`config.mk`:
```
export PLATFORM = sky130hd
export DESIGN_NAME = mem_write_monitor_flat
export DESIGN_NICKNAME = d
export VERILOG_FILES = /design/src/rtl/mem_write_monitor_pkg.sv /design/src/rtl/mem_write_monitor_if.sv /design/src/rtl/mem_write_monitor_ign_cam.sv /design/src/rtl/mem_write_monitor.sv /design/src/flat_wrapper.sv
export SDC_FILE = /design/constraint.sdc
export NUM_CORES = 1
export LEC_CHECK = 0
export CAP_MARGIN = 20
export CORE_ASPECT_RATIO = 0.8
export CORE_UTILIZATION = 35
export CTS_CLUSTER_DIAMETER = 150
export CTS_CLUSTER_SIZE = 20
export DETAILED_ROUTE_END_ITERATION = 12
export GPL_ROUTABILITY_DRIVEN = 0
export HOLD_SLACK_MARGIN = 0.12
export PLACE_DENSITY = 0.59
export RECOVER_POWER = 25
export SKIP_CTS_REPAIR_TIMING = 1
export SYNTH_ARGS = -nofsm -noshare
export SYNTH_HDL_FRONTEND = slang
export SYNTH_HIERARCHICAL = 1
export SYNTH_SLANG_ARGS = --single-unit
```
`constraint.sdc`:
```
create_clock -name clk -period 10.3 [get_ports clk]
set_input_delay 3.09 -clock clk [delete_from_list [all_inputs] [get_ports clk]]
set_output_delay 3.09 -clock clk [all_outputs]
set_load 0.005 [all_outputs]
```
`src/rtl/mem_write_monitor_pkg.sv`:
```
// Shared types for the data-memory write monitor: FSM states, fail codes, width helper.
// Pure declarations; no logic, no latency.
package mem_mon_pkg;

   typedef enum logic [1:0] {
      ST_IDLE  = 2'd0,
      ST_ARMED = 2'd1,
      ST_PASS  = 2'd2,
      ST_FAIL  = 2'd3
   } state_t;

   localparam logic [1:0] FC_NONE     = 2'd0;
   localparam logic [1:0] FC_MISMATCH = 2'd1;
   localparam logic [1:0] FC_TIMEOUT  = 2'd2;
   localparam logic [1:0] FC_CONFIG   = 2'd3;

   // Never returns 0 so that a one-entry table still gets a real index bit.
   function automatic int clog2(input int v);
      int r;
      r = 0;
      for (int i = 0; i < 31; i++) begin
         if ((1 << i) < v) r = i + 1;
      end
      return (r < 1) ? 1 : r;
   endfunction

endpackage

```
`src/rtl/mem_write_monitor_if.sv`:
```
// Processor data-memory write port as seen by the monitor (MemWrite/DataAdr/WriteData).
// Observation only; the monitor never pushes back on the processor.
interface mem_write_monitor_if #(
   parameter int ADDR_W = 32,
   parameter int DATA_W = 32
);
   logic              MemWrite;
   logic [ADDR_W-1:0] DataAdr;
   logic [DATA_W-1:0] WriteData;

   modport master (output MemWrite, output DataAdr, output WriteData);
   modport slave  (input  MemWrite, input  DataAdr, input  WriteData);
endinterface

```
`src/rtl/mem_write_monitor_ign_cam.sv`:
```
// Ignore-address list: IGN_N registered address/valid pairs with a parallel compare.
// Entry written on the edge after i_we; o_hit is combinational from the stored entries.
module mem_mon_ign_cam #(
   parameter int ADDR_W = 32,
   parameter int IGN_N  = 2,
   parameter int IDX_W  = 1
) (
   input  logic              clk,
   input  logic              reset,
   input  logic              i_we,
   input  logic [IDX_W-1:0]  i_idx,
   input  logic [ADDR_W-1:0] i_addr,
   input  logic [ADDR_W-1:0] i_cmp_addr,
   output logic              o_hit
);

   logic [ADDR_W-1:0] r_addr [IGN_N];
   logic [IGN_N-1:0]  r_vld;

   // Out-of-range indices match no entry and are silently dropped.
   always_ff @(posedge clk or posedge reset) begin
      if (reset) begin
         r_vld <= '0;
         for (int i = 0; i < IGN_N; i++) r_addr[i] <= '0;
      end else begin
         for (int i = 0; i < IGN_N; i++) begin
            if (i_we && (int'(i_idx) == i)) begin
               r_addr[i] <= i_addr;
               r_vld[i]  <= 1'b1;
            end
         end
      end
   end

   always_comb begin
      o_hit = 1'b0;
      for (int i = 0; i < IGN_N; i++) begin
         if (r_vld[i] && (r_addr[i] == i_cmp_addr)) o_hit = 1'b1;
      end
   end

endmodule

```
`src/rtl/mem_write_monitor.sv`:
```
// Pass/fail monitor for the data-memory write port: ordered expected writes, ignore list, timeout.
// Result registered on the edge that samples the deciding write (visible next cycle); no backpressure.
module mem_write_monitor
   import mem_mon_pkg::*;
#(
   parameter  int ADDR_W  = 32,
   parameter  int DATA_W  = 32,
   parameter  int DEPTH   = 4,
   parameter  int IGN_N   = 2,
   parameter  int TIMEOUT = 4096,
   parameter  int CYC_W   = 16,
   localparam int LEN_W   = clog2(DEPTH + 1),
   localparam int PTR_W   = clog2(DEPTH),
   localparam int IDX_W   = clog2((DEPTH > IGN_N) ? DEPTH : IGN_N)
) (
   input  logic              clk,
   input  logic              reset,
   input  logic              start,
   input  logic [LEN_W-1:0]  exp_len,
   input  logic              cfg_we,
   input  logic              cfg_sel,
   input  logic [IDX_W-1:0]  cfg_idx,
   input  logic [ADDR_W-1:0] cfg_addr,
   input  logic [DATA_W-1:0] cfg_data,
   mem_write_monitor_if.slave bus,
   output logic              done,
   output logic              pass,
   output logic              fail,
   output logic [1:0]        fail_code,
   output logic [PTR_W-1:0]  fail_idx,
   output logic [LEN_W-1:0]  match_count,
   output logic [CYC_W-1:0]  cycle_count
);

   state_t            r_state, w_state_nxt;
   logic [LEN_W-1:0]  r_len, w_len_nxt;
   logic [LEN_W-1:0]  r_match, w_match_nxt;
   logic [PTR_W-1:0]  r_ptr, w_ptr_nxt;
   logic [PTR_W-1:0]  r_fidx, w_fidx_nxt;
   logic [CYC_W-1:0]  r_cyc, w_cyc_nxt;
   logic              r_done, w_done_nxt;
   logic              r_pass, w_pass_nxt;
   logic              r_fail, w_fail_nxt;
   logic [1:0]        r_fcode, w_fcode_nxt;

   logic [ADDR_W-1:0] r_exp_addr [DEPTH];
   logic [DATA_W-1:0] r_exp_data [DEPTH];

   logic              w_cfg_ok;
   logic              w_ign_hit;
   logic              w_exp_match;
   logic              w_last;
   logic              w_tmo;

   assign w_cfg_ok = cfg_we && (r_state != ST_ARMED);

   mem_mon_ign_cam #(
      .ADDR_W (ADDR_W),
      .IGN_N  (IGN_N),
      .IDX_W  (IDX_W)
   ) u_ign (
      .clk        (clk),
      .reset      (reset),
      .i_we       (w_cfg_ok && cfg_sel),
      .i_idx      (cfg_idx),
      .i_addr     (cfg_addr),
      .i_cmp_addr (bus.DataAdr),
      .o_hit      (w_ign_hit)
   );

   // Table contents are don't-care after reset, so no reset branch here.
   always_ff @(posedge clk) begin
      for (int i = 0; i < DEPTH; i++) begin
         if (w_cfg_ok && !cfg_sel && (int'(cfg_idx) == i)) begin
            r_exp_addr[i] <= cfg_addr;
            r_exp_data[i] <= cfg_data;
         end
      end
   end

   assign w_exp_match = bus.MemWrite && (bus.DataAdr == r_exp_addr[r_ptr])
                        && (bus.WriteData == r_exp_data[r_ptr]);
   assign w_last      = ((LEN_W'(r_ptr) + LEN_W'(1)) == r_len);
   assign w_tmo       = (TIMEOUT != 0) && (r_cyc == CYC_W'(TIMEOUT - 1));

   always_comb begin
      w_state_nxt = r_state;
      w_len_nxt   = r_len;
      w_match_nxt = r_match;
      w_ptr_nxt   = r_ptr;
      w_fidx_nxt  = r_fidx;
      w_cyc_nxt   = r_cyc;
      w_done_nxt  = r_done;
      w_pass_nxt  = r_pass;
      w_fail_nxt  = r_fail;
      w_fcode_nxt = r_fcode;

      case (r_state)
         ST_ARMED: begin
            if (r_cyc != '1) w_cyc_nxt = r_cyc + CYC_W'(1);
            // Written so that an X on MemWrite falls through to the mismatch branch.
            if (w_exp_match) begin
               w_ptr_nxt   = r_ptr + PTR_W'(1);
               w_match_nxt = r_match + LEN_W'(1);
               if (w_last) begin
                  w_state_nxt = ST_PASS;
                  w_done_nxt  = 1'b1;
                  w_pass_nxt  = 1'b1;
               end
            end else if (bus.MemWrite && w_ign_hit) begin
            end else if (!bus.MemWrite) begin
            end else begin
               w_state_nxt = ST_FAIL;
               w_done_nxt  = 1'b1;
               w_fail_nxt  = 1'b1;
               w_fcode_nxt = FC_MISMATCH;
               w_fidx_nxt  = r_ptr;
            end
            if ((w_state_nxt == ST_ARMED) && w_tmo) begin
               w_state_nxt = ST_FAIL;
               w_done_nxt  = 1'b1;
               w_fail_nxt  = 1'b1;
               w_fcode_nxt = FC_TIMEOUT;
               w_fidx_nxt  = r_ptr;
            end
         end
         default: begin
            if (start) begin
               w_ptr_nxt   = '0;
               w_match_nxt = '0;
               w_cyc_nxt   = '0;
               w_pass_nxt  = 1'b0;
               if ((exp_len == '0) || (int'(exp_len) > DEPTH)) begin
                  w_state_nxt = ST_FAIL;
                  w_done_nxt  = 1'b1;
                  w_fail_nxt  = 1'b1;
                  w_fcode_nxt = FC_CONFIG;
                  w_fidx_nxt  = '0;
               end else begin
                  w_state_nxt = ST_ARMED;
                  w_len_nxt   = exp_len;
                  w_done_nxt  = 1'b0;
                  w_fail_nxt  = 1'b0;
                  w_fcode_nxt = FC_NONE;
               end
            end
         end
      endcase
   end

   always_ff @(posedge clk or posedge reset) begin
      if (reset) begin
         r_state <= ST_IDLE;
         r_len   <= '0;
         r_match <= '0;
         r_ptr   <= '0;
         r_fidx  <= '0;
         r_cyc   <= '0;
         r_done  <= 1'b0;
         r_pass  <= 1'b0;
         r_fail  <= 1'b0;
         r_fcode <= FC_NONE;
      end else begin
         r_state <= w_state_nxt;
         r_len   <= w_len_nxt;
         r_match <= w_match_nxt;
         r_ptr   <= w_ptr_nxt;
         r_fidx  <= w_fidx_nxt;
         r_cyc   <= w_cyc_nxt;
         r_done  <= w_done_nxt;
         r_pass  <= w_pass_nxt;
         r_fail  <= w_fail_nxt;
         r_fcode <= w_fcode_nxt;
      end
   end

   assign done        = r_done;
   assign pass        = r_pass;
   assign fail        = r_fail;
   assign fail_code   = r_fcode;
   assign fail_idx    = r_fidx;
   assign match_count = r_match;
   assign cycle_count = r_cyc;

endmodule

```
`src/flat_wrapper.sv`:
```
// flat-port wrapper written by rule: the top's interface ports become plain ports
module mem_write_monitor_flat import mem_mon_pkg::*;
#(
   parameter  int ADDR_W  = 32,
   parameter  int DATA_W  = 32,
   parameter  int DEPTH   = 4,
   parameter  int IGN_N   = 2,
   parameter  int TIMEOUT = 4096,
   parameter  int CYC_W   = 16,
   localparam int LEN_W   = clog2(DEPTH + 1),
   localparam int PTR_W   = clog2(DEPTH),
   localparam int IDX_W   = clog2((DEPTH > IGN_N) ? DEPTH : IGN_N)
)
  (clk, reset, start, exp_len, cfg_we, cfg_sel, cfg_idx, cfg_addr, cfg_data, done, pass, fail, fail_code, fail_idx, match_count, cycle_count, bus_MemWrite, bus_DataAdr, bus_WriteData);
  mem_write_monitor_if #(.ADDR_W(ADDR_W), .DATA_W(DATA_W)) bus_i ();
  input  logic clk;
  input  logic reset;
  input  logic start;
  input  logic [LEN_W-1:0] exp_len;
  input  logic cfg_we;
  input  logic cfg_sel;
  input  logic [IDX_W-1:0] cfg_idx;
  input  logic [ADDR_W-1:0] cfg_addr;
  input  logic [DATA_W-1:0] cfg_data;
  output logic done;
  output logic pass;
  output logic fail;
  output logic [1:0] fail_code;
  output logic [PTR_W-1:0] fail_idx;
  output logic [LEN_W-1:0] match_count;
  output logic [CYC_W-1:0] cycle_count;
  input wire logic [$bits(bus_i.MemWrite)-1:0] bus_MemWrite;
  input wire logic [$bits(bus_i.DataAdr)-1:0] bus_DataAdr;
  input wire logic [$bits(bus_i.WriteData)-1:0] bus_WriteData;
  assign bus_i.MemWrite = bus_MemWrite;
  assign bus_i.DataAdr = bus_DataAdr;
  assign bus_i.WriteData = bus_WriteData;
  mem_write_monitor #(.ADDR_W(ADDR_W), .DATA_W(DATA_W), .DEPTH(DEPTH), .IGN_N(IGN_N), .TIMEOUT(TIMEOUT), .CYC_W(CYC_W)) u_core (.clk(clk), .reset(reset), .start(start), .exp_len(exp_len), .cfg_we(cfg_we), .cfg_sel(cfg_sel), .cfg_idx(cfg_idx), .cfg_addr(cfg_addr), .cfg_data(cfg_data), .bus(bus_i), .done(done), .pass(pass), .fail(fail), .fail_code(fail_code), .fail_idx(fail_idx), .match_count(match_count), .cycle_count(cycle_count));
endmodule
```
After elaboration in Yosys (flattened, before gate mapping)
Memories as Yosys holds them, arrays and structs flattened.
Cells that the tools add are included.
- reductions and logical operators: 34
- $lt $le $gt $ge: 1
- divide/modulo/power cells: 0
- mux-type cells: 74
- eq/ne operators: 22
- add/subtract/negate cells: 4
- shift-type cells: 0
- bitwise gates (word level): 2
- multiply operators: 0
- operator list (operator ; count):
    $mux 32 ; 6
    $reduce_or 32->1 ; 6
    $eq 32x32->1 ; 4
    $mux 2 ; 32
    $mux 16 ; 3
    $mux 1 ; 30
    $add 16x1->16 const B ; 1
    $eq 16x12->1 const B ; 1
    $ne 16x16->1 const B ; 1
    $logic_and 1x1->1 ; 15
    $mux 3 ; 3
    $ne 2x1->1 const B ; 4
    $reduce_and 4->1 ; 2
    $eq 2x1->1 const B ; 3
    $ne 3x3->1 const B ; 2
    $reduce_and 3->1 ; 2
    $reduce_and 5->1 ; 1
    $eq 2x2->1 const B ; 2
    $ne 4x2->1 const B ; 1
    $ne 4x3->1 const B ; 1
    $ne 4x4->1 const B ; 1
    $reduce_and 2->1 ; 2
    $reduce_bool 2->1 ; 2
    $add 2x1->3 const B ; 1
    10 further kinds ; 11
- latch bits: 0
- word-level logic and storage cells: 153
- output and inout bits: 26
- register bits: 99
- bits of input ports: 139
- memory bits (read-only): 0
- memory bits (writable): 256
- memories: 2
- memories (memory ; depth ; bits a word ; read ports ; clocked after Yosys merged registers in ; write ports ; RTL line ; source):
    u_core.r_exp_addr ; 4 ; 32 ; 1 ; 0 ; 1 ; mem_write_monitor.sv:46 ; logic [ADDR_W-1:0] r_exp_addr [DEPTH];
    u_core.r_exp_data ; 4 ; 32 ; 1 ; 0 ; 1 ; mem_write_monitor.sv:47 ; logic [DATA_W-1:0] r_exp_data [DEPTH];

Logic depth before layout (Yosys ltp)
Gate-level depths: netlist (run 1).
- word-level depth: 12
- depth in mapped cells: 13

By module
The synthesis (run 1) kept the hierarchy.
- modules (own cells, without submodules) (module ; area each (µm²) ; times used ; cells an instance):
    mem_write_monitor ; 11916.4 ; 1 ; 673
    mem_mon_ign_cam ; 3166.8 ; 1 ; 228

Least setup slack after synthesis (run 1)
No wires, ideal clock.
- path kind: input to register
- from: input cfg_idx[0]
- to: memory u_core.r_exp_addr[0][0] (enable)
- library setup time: 651 ps
- setup slack: 280 ps
- data arrival time: 9369 ps
- data required time: 9649 ps
- stages: 1
- cells stage by stage: nor4_1
- word-level cells in the longest chain between the ends: 8
- elaborated cells between the ends (all ways): 25
- ends and longest elaborated chain (item ; RTL line ; source):
    start, declared ; flat_wrapper.sv:22 ; input logic [IDX_W-1:0] cfg_idx;
    $eq 2x2->1 ; mem_write_monitor.sv:74 ; if (w_cfg_ok && !cfg_sel && (int'(cfg_idx) == i)) begin
    $logic_and 1x1->1 ; mem_write_monitor.sv:74 ;
    $mux 1 ; mem_write_monitor.sv:74 ;
    $mux 1 (implied by the code) ; mem_write_monitor.sv:75 ; r_exp_addr[i] <= cfg_addr;
    $reduce_or 32->1 (no source line) ; -- ;
    $mux 2 (no source line) or $mux 1 (tied branches) (3 in series) ; -- ;
    end, declared ; mem_write_monitor.sv:46 ;
Several ways; a longest one is shown, not always the timed one.

Final worst setup path (run 1)
- from: input bus_WriteData[11]
- to: register u_core.r_match[2], in the netlist u_core/match_count[2]
- word-level cells in the longest chain between the ends: 4
- ends and longest elaborated chain (item ; RTL line ; source):
    start, declared ; flat_wrapper.sv:34 ; input wire logic [$bits(bus_i.WriteData)-1:0] bus_WriteData;
    $eq 32x32->1 ; mem_write_monitor.sv:82 ; && (bus.WriteData == r_exp_data[r_ptr]);
    $logic_and 1x1->1 ; mem_write_monitor.sv:82 ;
    $ne 2x1->1 (no source line) ; -- ;
    $reduce_and 2->1 (no source line) ; -- ;
    end signal, assigned ; mem_write_monitor.sv:166 ; r_match <= w_match_nxt;
    end, declared ; mem_write_monitor.sv:37 ; logic [LEN_W-1:0] r_match, w_match_nxt;
Every way passes these cells.
A chain may end at the register's enable or synchronous reset.

==> metrics.txt, run 1 <==
switching power about 0.85 mW; first-pass GRT wire length around 56,000 µm; TritonCTS Sinks 355; Static Leak a little under 6 nW; Die Height 188 µm; Slowest-stage cell, CP a2111oi_1; final setup fails 0; HP Class flop to flop; Routed Antenna Nets 0; Layout Skew roughly 22 ps; CP max stage delay just under 800 ps; Critical Path Sink Type flop; compound-cell area share of the yosys netlist 0.0327; Setup CP Type input pin to flop; Initial DRC Count 652; clock root buffer master clkbuf_16; largest family of logic cells by synthesized area multiplexers; post-synth top area share 0.510; Post-Synth Simple-Gate Area 0.0492; Worst Setup Start Kind input pin; Detailed Place HPWL 24,700 µm; synthesized area per cell roughly 17 µm²; Final Hold Fails 0; internal power approximately 2.4 mW; WL final about 37,000 µm; Skew-Pair Late Insertion Delay about 540 ps; crit path DAT 6430 ps; Comb pwr share 0.175; maximum VDD drop about 99 µV; count leader, synth edfxtp_1; max-cap viol count 0; initial core utilization 0.358; row cnt 67; Core ar. approximately 0.042 mm²; clock transition at the registers of the reported paths roughly 90 ps; cts bufs inserted 21; outcome finished, violations left; overall power around 3.3 mW; Via density a little over 5; XOR/XNOR Fraction of Synth Area 0.0796; NumNets Final around 1,200; crit-path cells clkdlybuf4s50_1 > xor2_1 > o211ai_1 > a2111oi_1 > nand4_1 > or4_4 > nor2_2 > xnor2_1 > nor2_1; GR Overflow Total 0; worst endpoint required time approximately 11,000 ps; failing checks DRC; Reg2Reg Depth 10; fraction of the mapped netlist area in adder cells 0.00249; min Tclk post-route ~6000 ps; initial antenna violation count 6; synth cell count leaders 256 x edfxtp_1, 99 x dfrtp_1, 85 x xnor2_1; Synth async-reset ratio 0.279; switching share of power 0.261; post-synthesis cell count 901; clock power share 0.262; Setup TNS 0 ps; mux cell area share after synthesis 0.145; DR pass1 iterations 9; WL/cell 22.6 µm; Area Growth Syn to Fin 18.9%; synthesized cell area between 0.015 and 0.02 mm²; CTS tree done; Worst slew margin 0.266; EDFF count, synth approximately 260; Vias around 8,300; Synth area leader edfxtp_1; number of global-route vias before repair approximately 8,500; # IOs about 170; crit share post-route 0.585; ys flop type edfxtp_1; largest net degree at the start of global routing between 60 and 70; unrepaired setup endpoints after global routing no; top cells by area, synth edfxtp_1 51%, dfrtp_1 16%, mux4_2 7.0%, xnor2_1 4.9%, mux2_2 4.9%; GRT Total Usage 0.171; Cell Pwr Density between 150 and 200 mW/mm²; port bufs roughly 160; Die Area ~0.044 mm²; Yosys warning count 6; DR DRC count 16; Final Slew Violations 0; #FFs+latches synth between 300 and 400; Synth cell types 54; CP Max Fanout 11; Syn Nets roughly 1,000; register area share after synthesis 0.674; Die Wd between 200 and 250 µm; share of cells above drive strength 1 0.153; Slew @ Worst Pin between 1000 and 1500 ps; Fmax 166 MHz; hold path depth 1; Reg power frac 0.563; CTS H-tree depth 1; clock tree buffer depth 3
## layer usage
| layer | part of all wire | routed length, µm | GRT usage | up-vias |
|---|---|---|---|---|
| li1 | - | - | - | 3790 |
| met5 | 0.0015 | 54 | 0 | - |
| met4 | 0.011 | 413 | 0.0270 | 8 |
| met2 | 0.45 | 16800 | 0.256 | 163 |
| met3 | 0.054 | 2010 | 0.0333 | 34 |
| met1 | 0.48 | 17700 | 0.259 | 4332 |
## cell usage in the layout, fill, tap and decap left out, types with 6 or more instances in the layout
cell and instances:
a21oi_1 13, clkbuf_16 21, dfrtp_1 97, mux2i_1 36, o22ai_1 8, buf_4 14, clkdlybuf4s50_1 117, mux2_2 66
nor4_1 10, inv_1 11, o21ai_0 16, edfxtp_1 256, nand4_1 24, nand2_1 32, clkbuf_1 15, nand3_1 12
xnor2_1 85, mux4_2 47, nor3_1 6, xor2_1 52, dlygate4sd3_1 47, nor2_1 23
## worst paths after layout
check | startpoint | end | slack, ps
hold / removal | u_core/u_ign/r_vld[0]$_DFFE_PP0P_ | u_core/u_ign/r_vld[0]$_DFFE_PP0P_ | 480
setup reg to reg | u_core/r_ptr[0]$_DFFE_PP0P_ | u_core/match_count[2]$_DFFE_PP0P_ | 5720
hold reg to reg | u_core/u_ign/r_vld[0]$_DFFE_PP0P_ | u_core/u_ign/r_vld[0]$_DFFE_PP0P_ | 480
setup / recovery | bus_WriteData[11] | u_core/match_count[2]$_DFFE_PP0P_ | 4280
min in group asynchronous | reset | u_core/cycle_count[1]$_DFFE_PP0P_ | 3060
max in group asynchronous | reset | u_core/u_ign/r_addr[46]$_DFFE_PP0P_ | 6480
## cells by family after synthesis
kind of cell,count (synthesis)
buffers and inverters,42
adders and majority gates,3
and+or+nand+nor,139
AOI/OAI and AO/OA,74
DFF,355
xor gates and xnor gates,137
muxes,151
## stage by stage
| stage | instances | util | hold slack (ps) | area [µm²] | worst slack (ps) |
|---|---|---|---|---|---|
| after CTS | 1638 | 0.425 | 487 | 17900 | 4390 |
| after floorplan | 901 | - | 434 | 15100 | 280 |
| after global placement | 1601 | 0.411 | 458 | 17300 | 3770 |
| final | 1640 | 0.425 | 485 | 17900 | 4280 |
| after global routing | 1639 | 0.425 | 506 | 17900 | 4220 |
| after detailed placement | 1601 | 0.411 | 466 | 17300 | 3840 |
## critical path: cells and delay by family
kind	cells	cell delay [ps]
xor gates and xnor gates	2	330
AOI/OAI and AO/OA	2	1070
and+or+nand+nor	4	1360
buffers and inverters	1	570
## power by group through the flow
stage          Combinational, mW  Sequential, mW  Clock, mW
2_1_floorplan              0.349            1.84          0
3_3_place_gp               0.570            1.86          0
3_5_place_dp               0.578            1.86          0
4_1_cts                    0.580            1.83      0.883
5_1_grt                    0.620            1.85      0.931
6_report                   0.570            1.83      0.852
## registers in the layout (all words and copies together) (netlist names)
register / count
u_core/fail_code: 2
u_core/u_ign/r_addr: 64
u_core/r_ptr: 2
u_core/done: 1
u_core/cycle_count: 16
u_core/fail_idx: 2
u_core/r_exp_data: 128
u_core/fail: 1
u_core/r_len: 3
u_core/pass: 1
u_core/r_exp_addr: 128
u_core/u_ign/r_vld: 2
u_core/match_count: 3
u_core/r_state: 2
## final cells by class
cell class	count	area [µm²]
Multi-Input combinational cell	504	4680
Antenna cell	2	5.00
Tap cell	552	691
Clock buffer	36	582
Inverter	12	45.0
Timing Repair Buffer	178	1750
Clock inverter	1	6.26
Sequential cell	355	10200
Fill cell	3807	24200
(Power assumes the default switching activity.)
==> run 2, diff against run 1 <==
clock period = 6.3 ns   (was 10.3 ns; I/O delays follow)
==> metrics.txt, run 2 (same netlist as run 1, synthesis figures left out) <==
outcome finished, violations left; failing checks DRC; GRT Total Usage 0.170 (-0.00104); crit share post-route 0.703; WL final 36,700 µm (-1.0%); clock power share 0.261 (about the same); Worst Setup Start Kind input pin; first-pass GRT wire length 55,400 µm (-0.24%); number of global-route vias before repair 8,807 (+4.1%); # IOs 165 (unchanged); Detailed Place HPWL 24,900 µm (+1.1%); Cell Pwr Density 296 mW/mm² (+63%); most frequent cells in the layout 256 x edfxtp_1, 117 x clkdlybuf4s50_1, 97 x dfrtp_1; placed insts 1,599 (-0.12%); Die Wd 234 µm (unchanged); Comb pwr share 0.174 (about the same); DR DRC count 18 (+2); Vias 8,318 (-0.11%); clock tree buffer depth 3 (unchanged); cts bufs inserted 21 (unchanged); initial antenna violation count 11 (+5); switching power 1.38 mW (+63%); switching share of power 0.260 (-0.00108); Final Hold Fails 0 (unchanged); max-cap viol count 0 (unchanged); NumNets Final 1,213 (-0.082%); Worst slew margin 0.265 (-0.00134); Layout Skew 26.4 ps (+4.40 ps); GR Overflow Total 0 (unchanged); share of cells above drive strength 1 0.153 (unchanged); Die Height 188 µm (unchanged); CTS H-tree depth 1 (unchanged); CTS tree done; CP Max Fanout 11 (unchanged); Final Slew Violations 0 (unchanged); clock transition at the registers of the reported paths 80 ps (about the same); largest registers u_core/r_exp_addr x128, u_core/r_exp_data x128, u_core/u_ign/r_addr x64; Routed Antenna Nets 0 (unchanged); unrepaired setup endpoints after global routing no; Area Growth Syn to Fin 19.1%; row cnt 67 (unchanged); clock root buffer master clkbuf_16; crit path DAT 4830 ps (-1600 ps); internal power 3.93 mW (+63%); Slew @ Worst Pin 1100 ps (+2.01 ps); maximum VDD drop 170 µV (+72%); DR pass1 iterations 9 (unchanged); Static Leak 5.96 nW (+0.18%); final non-filler cell total 1,643 (+0.18%); Reg power frac 0.564 (about the same); Setup TNS 0 ps (unchanged); Critical Path Sink Type flop; Initial DRC Count 622 (-4.6%); final setup fails 0 (unchanged); HP Class flop to flop; Setup WS pre-CTS 1310 ps (-2530 ps); largest net degree at the start of global routing 65 (-3.0%); TritonCTS Sinks 355 (unchanged); Setup CP Type input pin to flop; Fmax roughly 230 MHz; Die Area 0.0439 mm² (unchanged); worst endpoint required time 6700 ps (-4000 ps); Via density 5.06 (-0.29%); initial core utilization 0.358 (unchanged); tightest hold margin 482 ps (-2.71 ps); WL/cell 22.3 µm (-1.2%); port bufs 164 (unchanged); commonest non-fill, non-tap cell in the layout edfxtp_1; final worst slack 1870 ps (-2400 ps); min Tclk post-route approximately 4400 ps; Core ar. 0.0422 mm² (unchanged); Skew-Pair Late Insertion Delay 540 ps (about the same)
==> run 2: changes by cell type in the layout (fill, tap and decap cells not counted), sizes merged <==
cell   before  now
inv        13   14
diode       2    5
buf        14   13
==> run 2: cell type report <==
| class | instances | area [µm²] |
|---|---|---|
| fill | 3835 | 24200 |
| multi-input combinational | 504 | 4690 |
| antenna | 5 | 12.5 |
| tap | 552 | 691 |
| sequential | 355 | 10200 |
| timing repair buffer | 177 | 1760 |
| clock inverter | 2 | 15.0 |
| inverter | 12 | 45.0 |
| clock buffer | 36 | 582 |
==> run 2: worst paths after layout <==
check | from | endpoint | slack, ps | cells after the start
setup / recovery | bus_DataAdr[23] | u_core/match_count[2]$_DFFE_PP0P_ | 1870 | 9
hold / removal | u_core/u_ign/r_vld[1]$_DFFE_PP0P_ | u_core/u_ign/r_vld[1]$_DFFE_PP0P_ | 480 | 1
setup reg to reg | u_core/r_ptr[0]$_DFFE_PP0P_ | u_core/match_count[2]$_DFFE_PP0P_ | 2230 | 10
hold reg to reg | u_core/u_ign/r_vld[1]$_DFFE_PP0P_ | u_core/u_ign/r_vld[1]$_DFFE_PP0P_ | 480 | 1
max in group asynchronous | reset | u_core/u_ign/r_addr[5]$_DFFE_PP0P_ | 3470 | 3
min in group asynchronous | reset | u_core/r_ptr[0]$_DFFE_PP0P_ | 1840 | 3
==> run 2: per-layer routing <==
metal / routed length (µm) / global-route usage / part of all wire
met5: 52 / 0 / 0.0014
met4: 453 / 0.0275 / 0.012
met3: 2190 / 0.0385 / 0.060
met2: 16900 / 0.265 / 0.46
met1: 17100 / 0.244 / 0.47
==> run 2: power groups by stage <==
stage,sequential [mW],combinational [mW],clock (mW)
2_1_floorplan,3.01,0.570,0
4_1_cts,2.99,0.941,1.44
3_5_place_dp,3.04,0.935,0
3_3_place_gp,3.04,0.922,0
6_report,3.00,0.926,1.39
5_1_grt,3.03,1.01,1.51
==> run 2: worst max-delay path, stage by stage <==
cell	delay [ps]
clkdlybuf4s50_1	720
o22ai_1	150
or3_1	430
a2111oi_2	350
nand4_1	300
or4_4	690
nor2_2	120
xnor2_1	120
nor2_1	50
==> run 2: metrics by stage <==
stage               utilization  cell area [µm²]  power, mW
floorplan                     -            15100       3.58
global placement          0.411            17300       3.96
detailed placement        0.411            17300       3.98
CTS                       0.425            17900       5.37
global route              0.426            18000       5.55
finish                    0.426            18000       5.31
